### config.mk
export PLATFORM = sky130hd
export DESIGN_NAME = sram1rw_port_ctrl
export DESIGN_NICKNAME = d
export VERILOG_FILES = /design/src/rtl/sram_port_pkg.sv /design/src/rtl/sram_rsp_fifo.sv /design/src/rtl/sram1rw_port_ctrl.sv
export SDC_FILE = /design/constraint.sdc
export NUM_CORES = 1
export LEC_CHECK = 0
export BUFFER_PORTS_ARGS = -buffer_cell sky130_fd_sc_hd__clkbuf_2
export CAP_MARGIN = 25
export CORE_ASPECT_RATIO = 0.75
export CORE_MARGIN = 2
export CORE_UTILIZATION = 50
export CTS_CLUSTER_SIZE = 14
export DETAILED_ROUTE_END_ITERATION = 12
export GPL_ROUTABILITY_DRIVEN = 0
export MAX_ROUTING_LAYER = met4
export PLACE_DENSITY_LB_ADDON = 0.05
export SLEW_MARGIN = 15
export SYNTH_ARGS = -nofsm -noshare
export SYNTH_HDL_FRONTEND = slang
export SYNTH_SLANG_ARGS = --single-unit
### constraint.sdc
create_clock -name clk -period 4.7 [get_ports clk]
set_input_delay 0.235 -clock clk [delete_from_list [all_inputs] [get_ports clk]]
set_output_delay 0.235 -clock clk [all_outputs]
set_load 0.05 [all_outputs]
### src/rtl/sram_port_pkg.sv
// sram_port_pkg: shared response-entry type and pipeline constants for the sram1rw port controller.
package sram_port_pkg;
    localparam int RSP_LATENCY    = 2;
    localparam int RSP_DATA_WIDTH = 32;
    typedef struct packed {
        logic                      is_wr;
        logic [RSP_DATA_WIDTH-1:0] rdata;
    } rsp_entry_t;
endpackage

### src/rtl/sram_rsp_fifo.sv
// sram_rsp_fifo: flop-based FIFO; pointers wrap modulo DEPTH so any DEPTH >= 2 works.
module sram_rsp_fifo #(
    parameter int DEPTH = 3,
    parameter int WIDTH = 33
) (
    input  logic                         clk,
    input  logic                         rst,
    input  logic                         push,
    input  logic [WIDTH-1:0]             wdata,
    input  logic                         pop,
    output logic [WIDTH-1:0]             rdata,
    output logic                         full,
    output logic                         empty,
    output logic [$clog2(DEPTH+1)-1:0]   occ
);
    localparam int PW = $clog2(DEPTH);
    localparam int OW = $clog2(DEPTH + 1);
    localparam logic [PW-1:0] LAST = PW'(DEPTH - 1);
    logic [WIDTH-1:0] mem_q [DEPTH];
    logic [PW-1:0]    wptr_q, rptr_q;
    logic [OW-1:0]    occ_q, occ_d;
    logic             do_pop;
    assign full   = occ_q == OW'(DEPTH);
    assign empty  = occ_q == '0;
    assign occ    = occ_q;
    assign rdata  = mem_q[rptr_q];
    assign do_pop = pop && !empty;
    assign occ_d  = occ_q + OW'(push) - OW'(do_pop);
    always_ff @(posedge clk or posedge rst) begin
        if (rst) begin
            wptr_q <= '0;
            rptr_q <= '0;
            occ_q  <= '0;
        end else begin
            if (push) wptr_q <= wptr_q == LAST ? '0 : wptr_q + 1'b1;
            if (do_pop) rptr_q <= rptr_q == LAST ? '0 : rptr_q + 1'b1;
            occ_q <= occ_d;
        end
    end
    // Storage needs no reset: occupancy gates every read of it.
    always_ff @(posedge clk) begin
        if (push) mem_q[wptr_q] <= wdata;
    end
endmodule

### src/rtl/sram1rw_port_ctrl.sv
// sram1rw_port_ctrl: valid/ready front-end for one sram1rw with a credit-managed response FIFO.
// Define SRAM_PORT_CTRL_WR_ACK_EN to return an in-order ack (rsp_is_wr = 1) for every write.
module sram1rw_port_ctrl
    import sram_port_pkg::*;
#(
    parameter int ADDR_WIDTH = 8,
    parameter int DATA_WIDTH = RSP_DATA_WIDTH,
    parameter int RSP_DEPTH  = 3
) (
    input  logic                  clk,
    input  logic                  rst,
    input  logic                  req_valid,
    output logic                  req_ready,
    input  logic                  req_we,
    input  logic [ADDR_WIDTH-1:0] req_addr,
    input  logic [DATA_WIDTH-1:0] req_wdata,
    output logic                  rsp_valid,
    input  logic                  rsp_ready,
    output logic [DATA_WIDTH-1:0] rsp_rdata,
    output logic                  rsp_is_wr,
    output logic                  sram_we,
    output logic [ADDR_WIDTH-1:0] sram_addr,
    output logic [DATA_WIDTH-1:0] sram_wdata,
    input  logic [DATA_WIDTH-1:0] sram_rdata
);
`ifdef SRAM_PORT_CTRL_WR_ACK_EN
    localparam logic WR_ACK = 1'b1;
`else
    localparam logic WR_ACK = 1'b0;
`endif
    localparam int OW = $clog2(RSP_DEPTH + 1);
    logic          fire, pop, full, empty;
    logic          inflight_q, inflight_d, wr_q, wr_d;
    logic [OW-1:0] occ;
    rsp_entry_t    push_e, head_e;
    // Credits count queued plus in-flight responses, so the FIFO can never overflow.
    assign req_ready  = !rst && (int'(occ) + int'(inflight_q) < RSP_DEPTH);
    assign fire       = req_valid && req_ready;
    assign sram_we    = fire && req_we;
    assign sram_addr  = req_addr;
    assign sram_wdata = req_wdata;
    assign inflight_d = fire && (WR_ACK || !req_we);
    assign wr_d       = fire && req_we && WR_ACK;
    always_ff @(posedge clk or posedge rst) begin
        if (rst) begin
            inflight_q <= 1'b0;
            wr_q       <= 1'b0;
        end else begin
            inflight_q <= inflight_d;
            wr_q       <= wr_d;
        end
    end
    // sram_rdata is only valid for this one cycle, so capture it straight into the FIFO.
    assign push_e.is_wr = wr_q;
    assign push_e.rdata = wr_q ? '0 : sram_rdata;
    sram_rsp_fifo #(.DEPTH(RSP_DEPTH), .WIDTH($bits(rsp_entry_t))) u_fifo (
        .clk   (clk),
        .rst   (rst),
        .push  (inflight_q),
        .wdata (push_e),
        .pop   (pop),
        .rdata (head_e),
        .full  (full),
        .empty (empty),
        .occ   (occ)
    );
    assign rsp_valid = !empty;
    assign pop       = rsp_valid && rsp_ready;
    assign rsp_rdata = rsp_valid ? head_e.rdata : '0;
    assign rsp_is_wr = WR_ACK && rsp_valid && head_e.is_wr;
    push_full_a: assert property (@(posedge clk) disable iff (rst) !(inflight_q && full));
endmodule

# Word level (Yosys, flattened, before mapping)
# Memory sizes are Yosys's and may differ from the RTL's.
# Cells that the tools add are included.
# op_classes
n_addsub	5
n_lt_le_gt_ge	1
n_eq_ne	2
muxes	5
n_reduce_logical	10
# ops
cell	n
32-bit 2-to-1 mux	1
1-bit logical AND	6
2-bit by 1-bit adder with 2-bit output, second input constant	2
2-bit == test, second input constant	2
2-bit 2-to-1 mux	2
2-bit by 1-bit adder with 3-bit output	1
1-bit logical NOT	3
3-bit by 2-bit < comparator with 1-bit output, second input constant	1
2-bit by 1-bit adder with 2-bit output	1
2-bit logical NOT	1
1-bit 2-to-1 mux	2
2-bit by 1-bit subtractor with 2-bit output	1
# word_totals
register_bits	7
ram_bits	96
inputBits	77
out_inout_bits	76
word_cells	28
n_memories	1
# mem_list
memory	depth	width	rd	rd_ports_with_merged_regs	write_ports	line_no	rtl
u_fifo.mem_q	3	32	1	0	1	sram_rsp_fifo.sv:19	logic [WIDTH-1:0] mem_q [DEPTH];

# Longest topological paths before layout
# logic_depth
depth_word	5
ltp_mapped	7
mapped_depth_nobuf	7

# By module
# A second synthesis with hierarchy kept.
# hier_totals
hier_cells	322
hier_area_um2	4605.7
# by_module_without_submodules
module	instances	cells_per_inst	area_each_um2	seq_area_each_um2
sram_rsp_fifo	1	236	3987.6	3123.0
sram1rw_port_ctrl	1	86	618.1	25.0

# Worst setup path before layout
# Ideal clock, no wire load.
# synth_timing
path_kind	register to register
from	register inflight_q
to	memory u_fifo.mem_q[0][0] (netlist bit) (enable)
setup_ns	0.471
arrival_ns	2.867
t_required_ns	4.229
setup_slack_ns	1.362
stages_incl_launch_ff	2
n_path_buf	0
period_less_slack_ns	3.338
path_cell_list	dfrtp_1 > nor3b_1
# synth_via
elab_chain_cells	2
# synth_lines
item	line_no	rtl
start: declaration	sram1rw_port_ctrl.sv:33	logic inflight_q, inflight_d, wr_q, wr_d;
start signal: assignment	sram1rw_port_ctrl.sv:49	inflight_q <= inflight_d;
1-bit 2-to-1 mux	sram_rsp_fifo.sv:42	if (push) mem_q[wptr_q] <= wdata;
1-bit 2-to-1 mux (implied by the code)	sram_rsp_fifo.sv:42	
end: declaration	sram_rsp_fifo.sv:19	
# No other way between the ends.

# Worst setup path after layout
# layout_timing
from	register u_fifo.rptr_q[1]
to	output rsp_rdata[2]
# layout_via
elab_chain_cells	2
# layout_lines
item	line_no	rtl
start: declaration	sram_rsp_fifo.sv:20	logic [PW-1:0] wptr_q, rptr_q;
start signal: assignment	sram_rsp_fifo.sv:36	if (do_pop) rptr_q <= rptr_q == LAST ? '0 : rptr_q + 1'b1;
memory read 3 x 32 bit	--	
32-bit 2-to-1 mux	sram1rw_port_ctrl.sv:69	assign rsp_rdata = rsp_valid ? head_e.rdata : '0;
end: declaration	sram1rw_port_ctrl.sv:19	output logic [DATA_WIDTH-1:0] rsp_rdata,
# No other way between the ends.

==> impl_metrics.csv <==
group,metric,value,unit
routing,post_drt_wl_per_cell,18.8,um
setup_path,worst_ep_arrival_time,2.32,ns
routing,routed_wl,8140,um
global_routing,grt_pass1_wl,12500,um
routing,vias,2295,
sta,finalCritPeriodShare,54.3,%
finish,seqCellArea,3060,um^2
synth,synth.avg_cell_area,16.3,um^2
status,status,"completed",
synth,yosys_warnings,0,
place,port_buffers,71,
global_routing,grt_pass1_vias,2263,
sta,grt_setup_unrepaired,"no",
setup_path,crit_slowest_cell,"dfrtp_1",
setup_path,crit_path_end_kind,"output port",
clock_tree,clk_path_buf_depth,2,
sta,setup_viol,0,
place,pre_cts_ws,2.44,ns
synth,synth_fp_nets,363,
finish,stdcell_area,5030,um^2
setup_path,crit_start,"u_fifo.rptr_q[1]",
routing,drt-pass1-iter-count,4,
setup_path,timing.rr.start,"u_fifo.wptr_q[0]",
floorplanning,ioPinCount,153,
setup_path,crit_chain,"buf_4 > inv_2 > a211oi_1 > clkbuf_2",
synth,synth_top_area_share,62.8,%
setup_path,crit_family,"buffers and inverters",
routing,first_iter_violations,86,
synth,async_flop_share,6.80,%
synth,synth_ff_type,"edfxtp_1",
finish,utilization,56.1,%
floorplanning,core_region_area,8970,um^2
finish,nets,397,
synth,syn_inst,282,
clock_tree,cts_inserted_buffers,9,
routing,drtAntennaViolNets,0,
sta,worst_slew_pin_slew,0.954,ns
sta,slew_violations,0,
sta,slew_headroom,36.2,%
setup_path,r2r_end,"u_fifo.mem_q[0][2]",
routing,wl_met3,470,um
clock_tree,clkTransAtPathRegs,0.07,ns
routing,via_per_inst,5.30,
routing,drt-met1-wl,3730,um
setup_path,slowest_delay,0.57,ns
synth,synth_seq_cells,103,
finish,antenna_cells,0,
setup_path,crit_fanout,33,
synth,netlist_area,4590,um^2
setup_path,endpoint,"rsp_rdata[2]",
place,place_hpwl,4900,um
finish,layoutNonFillerInstCount,433,
setup_path,path_buf_inv,3,
hold_path,hold_path.class,"in2reg",
power,leakage,1.88,nW
synth,synth_area_leaders,"edfxtp_1, a211oi_2, mux2i_1, buf_4, nor2b_1",
synth,yosysSeqAreaShare,66.6,%
place,dp.cells,415,
sta,max_freq,392,MHz
setup_path,rrSetupSlack,2.79,ns
finish,fillers,721,
power,ir_drop,0.436,mV
sta,finClkSkew,0.0104,ns
sta,finalCriticalPeriod,2.55,ns
synth,synth_edf_count,96,
finish,syn2layout_area_growth,9.68,%
global_routing,grt-ovfl-total,0,
routing,dr.max_layer_used,"met4",
clock_tree,hold_buffers,1,
setup_path,critical_path_depth,4,
global_routing,antenna_found_initial,0,
job,maxCapViolations,0,
setup_path,setup.worst_path.start_class,"flop",
clock_tree,htree_levels,3,
clock_tree,cts_root_buffer,"clkbuf_16",
setup_path,crit_required,4.47,ns
clock_tree,clock_latency,0.34,ns
finish,multi_input_area,1100,um^2
synth,synthTopCellsByCount,"edfxtp_1, buf_4, mux2i_1",
floorplanning,die_w,115,um
clock_tree,ctsResizeCount,0,
power,p_per_area,694,nW/um^2
clock_tree,cts_tree,"yes",
finish,drive_gt1_share,39.3,%
place,post_dp_cell_area,4710,um^2
setup_path,worstRegToRegCells,3,
synth,yosysTopAreaCell,"edfxtp_1",
sta,timing.final.hold_violations,0,
floorplanning,num_rows,30,
sta,finalWorstSetupSlack,2.15,ns
floorplanning,initial_core_util,51.2,%
synth,yosysMostFrequentCell,"edfxtp_1",
sta,setup_tns,0,ns
clock_tree,clock_sinks,103,
clock_tree,post_cts_buffers,0,
global_routing,track_usage,17.6,%
floorplanning,die_y,87.0,um
routing,dr_wl_met2,3660,um
routing,drc_errors,0,
synth,synth_cell_types,26,
setup_path,crit_type,"reg2out",
global_routing,grt_max_degree,36,
floorplanning,die_area,9970,um^2
## worst min path at each step
stage | depth (start not counted) | slack (ns) | to | from
6_report | 1 | 0.1 | u_fifo.mem_q[1][29] | sram_rdata[29]
5_1_grt | 1 | 0.09 | u_fifo.mem_q[1][4] | sram_rdata[4]
4_1_cts | 1 | 0.09 | u_fifo.mem_q[1][15] | sram_rdata[15]
3_5_place_dp | 2 | 0.18 | inflight_q | rst
3_3_place_gp | 2 | 0.18 | inflight_q | rst
2_1_floorplan | 1 | 0.04 | inflight_q | rst
## cell families after synthesis
logic type | count (synthesis) | synth area share [%]
multiplexers | 34 | 7.44
AO/OA/AOI/OAI | 36 | 8.89
AND/OR/NAND/NOR | 41 | 5.59
adder cells (fa/ha/maj) | 4 | 1.09
other | 1 | 0.0817
buffers and inverters | 61 | 9.90
flip-flops | 103 | 66.6
XOR/XNOR | 2 | 0.382
## cell type report
type / count / share of cell area [%]
Inverter: 7 / 0.522
Sequential cell: 103 / 60.8
Clock inverter: 6 / 1.34
Clock buffer: 10 / 4.55
Tap cell: 112 / 2.78
Timing Repair Buffer: 77 / 8.25
Multi-Input combinational cell: 118 / 21.8
## registers in the layout, indices dropped and copies added, names as in the netlist
| register | count |
|---|---|
| u_fifo.mem_q | 96 |
| u_fifo.occ | 2 |
| u_fifo.rptr_q | 2 |
| u_fifo.wptr_q | 2 |
| inflight_q | 1 |
## metrics by stage
step | total power [W] | hold WS (ns)
finish | 0.00349 | 0.0976
global route | 0.00365 | 0.0906
CTS | 0.00352 | 0.0881
detailed placement | 0.00278 | 0.179
global placement | 0.00277 | 0.180
floorplan | 0.00260 | 0.0384
## power breakdown
group          internal, W  leakage (nW)  switching (W)  total (W)
Combinational     0.000448         0.782        0.00115    0.00160
Sequential         0.00108         0.953      0.0000814    0.00116
Clock             0.000416         0.141       0.000318   0.000734
## worst register-to-register path, cell delays in order, from the launching register on
cell and delay [ns]:
dfrtp_1 0.44, nor3b_2 0.51, buf_4 0.29, buf_4 0.34
## routing by layer
metal	track usage [%]	up-vias
met5	-	-
met3	5.64	36
met1	22.3	1127
li1	-	1069
met2	26.7	63
met4	6.54	0
## cell usage in the layout, fill, tap and decap left out, drive strengths merged, types with 2 or more instances in the layout
cell    count
edfxtp     96
clkbuf     81
mux2i      33
a211oi     33
nor2b      32
inv         9
dfrtp       7
buf         5
ha          4
nor2        3
a21o        2
xnor2       2
and3b       2
clkinv      2
No activity file was read; power rests on OpenSTA's default activity.
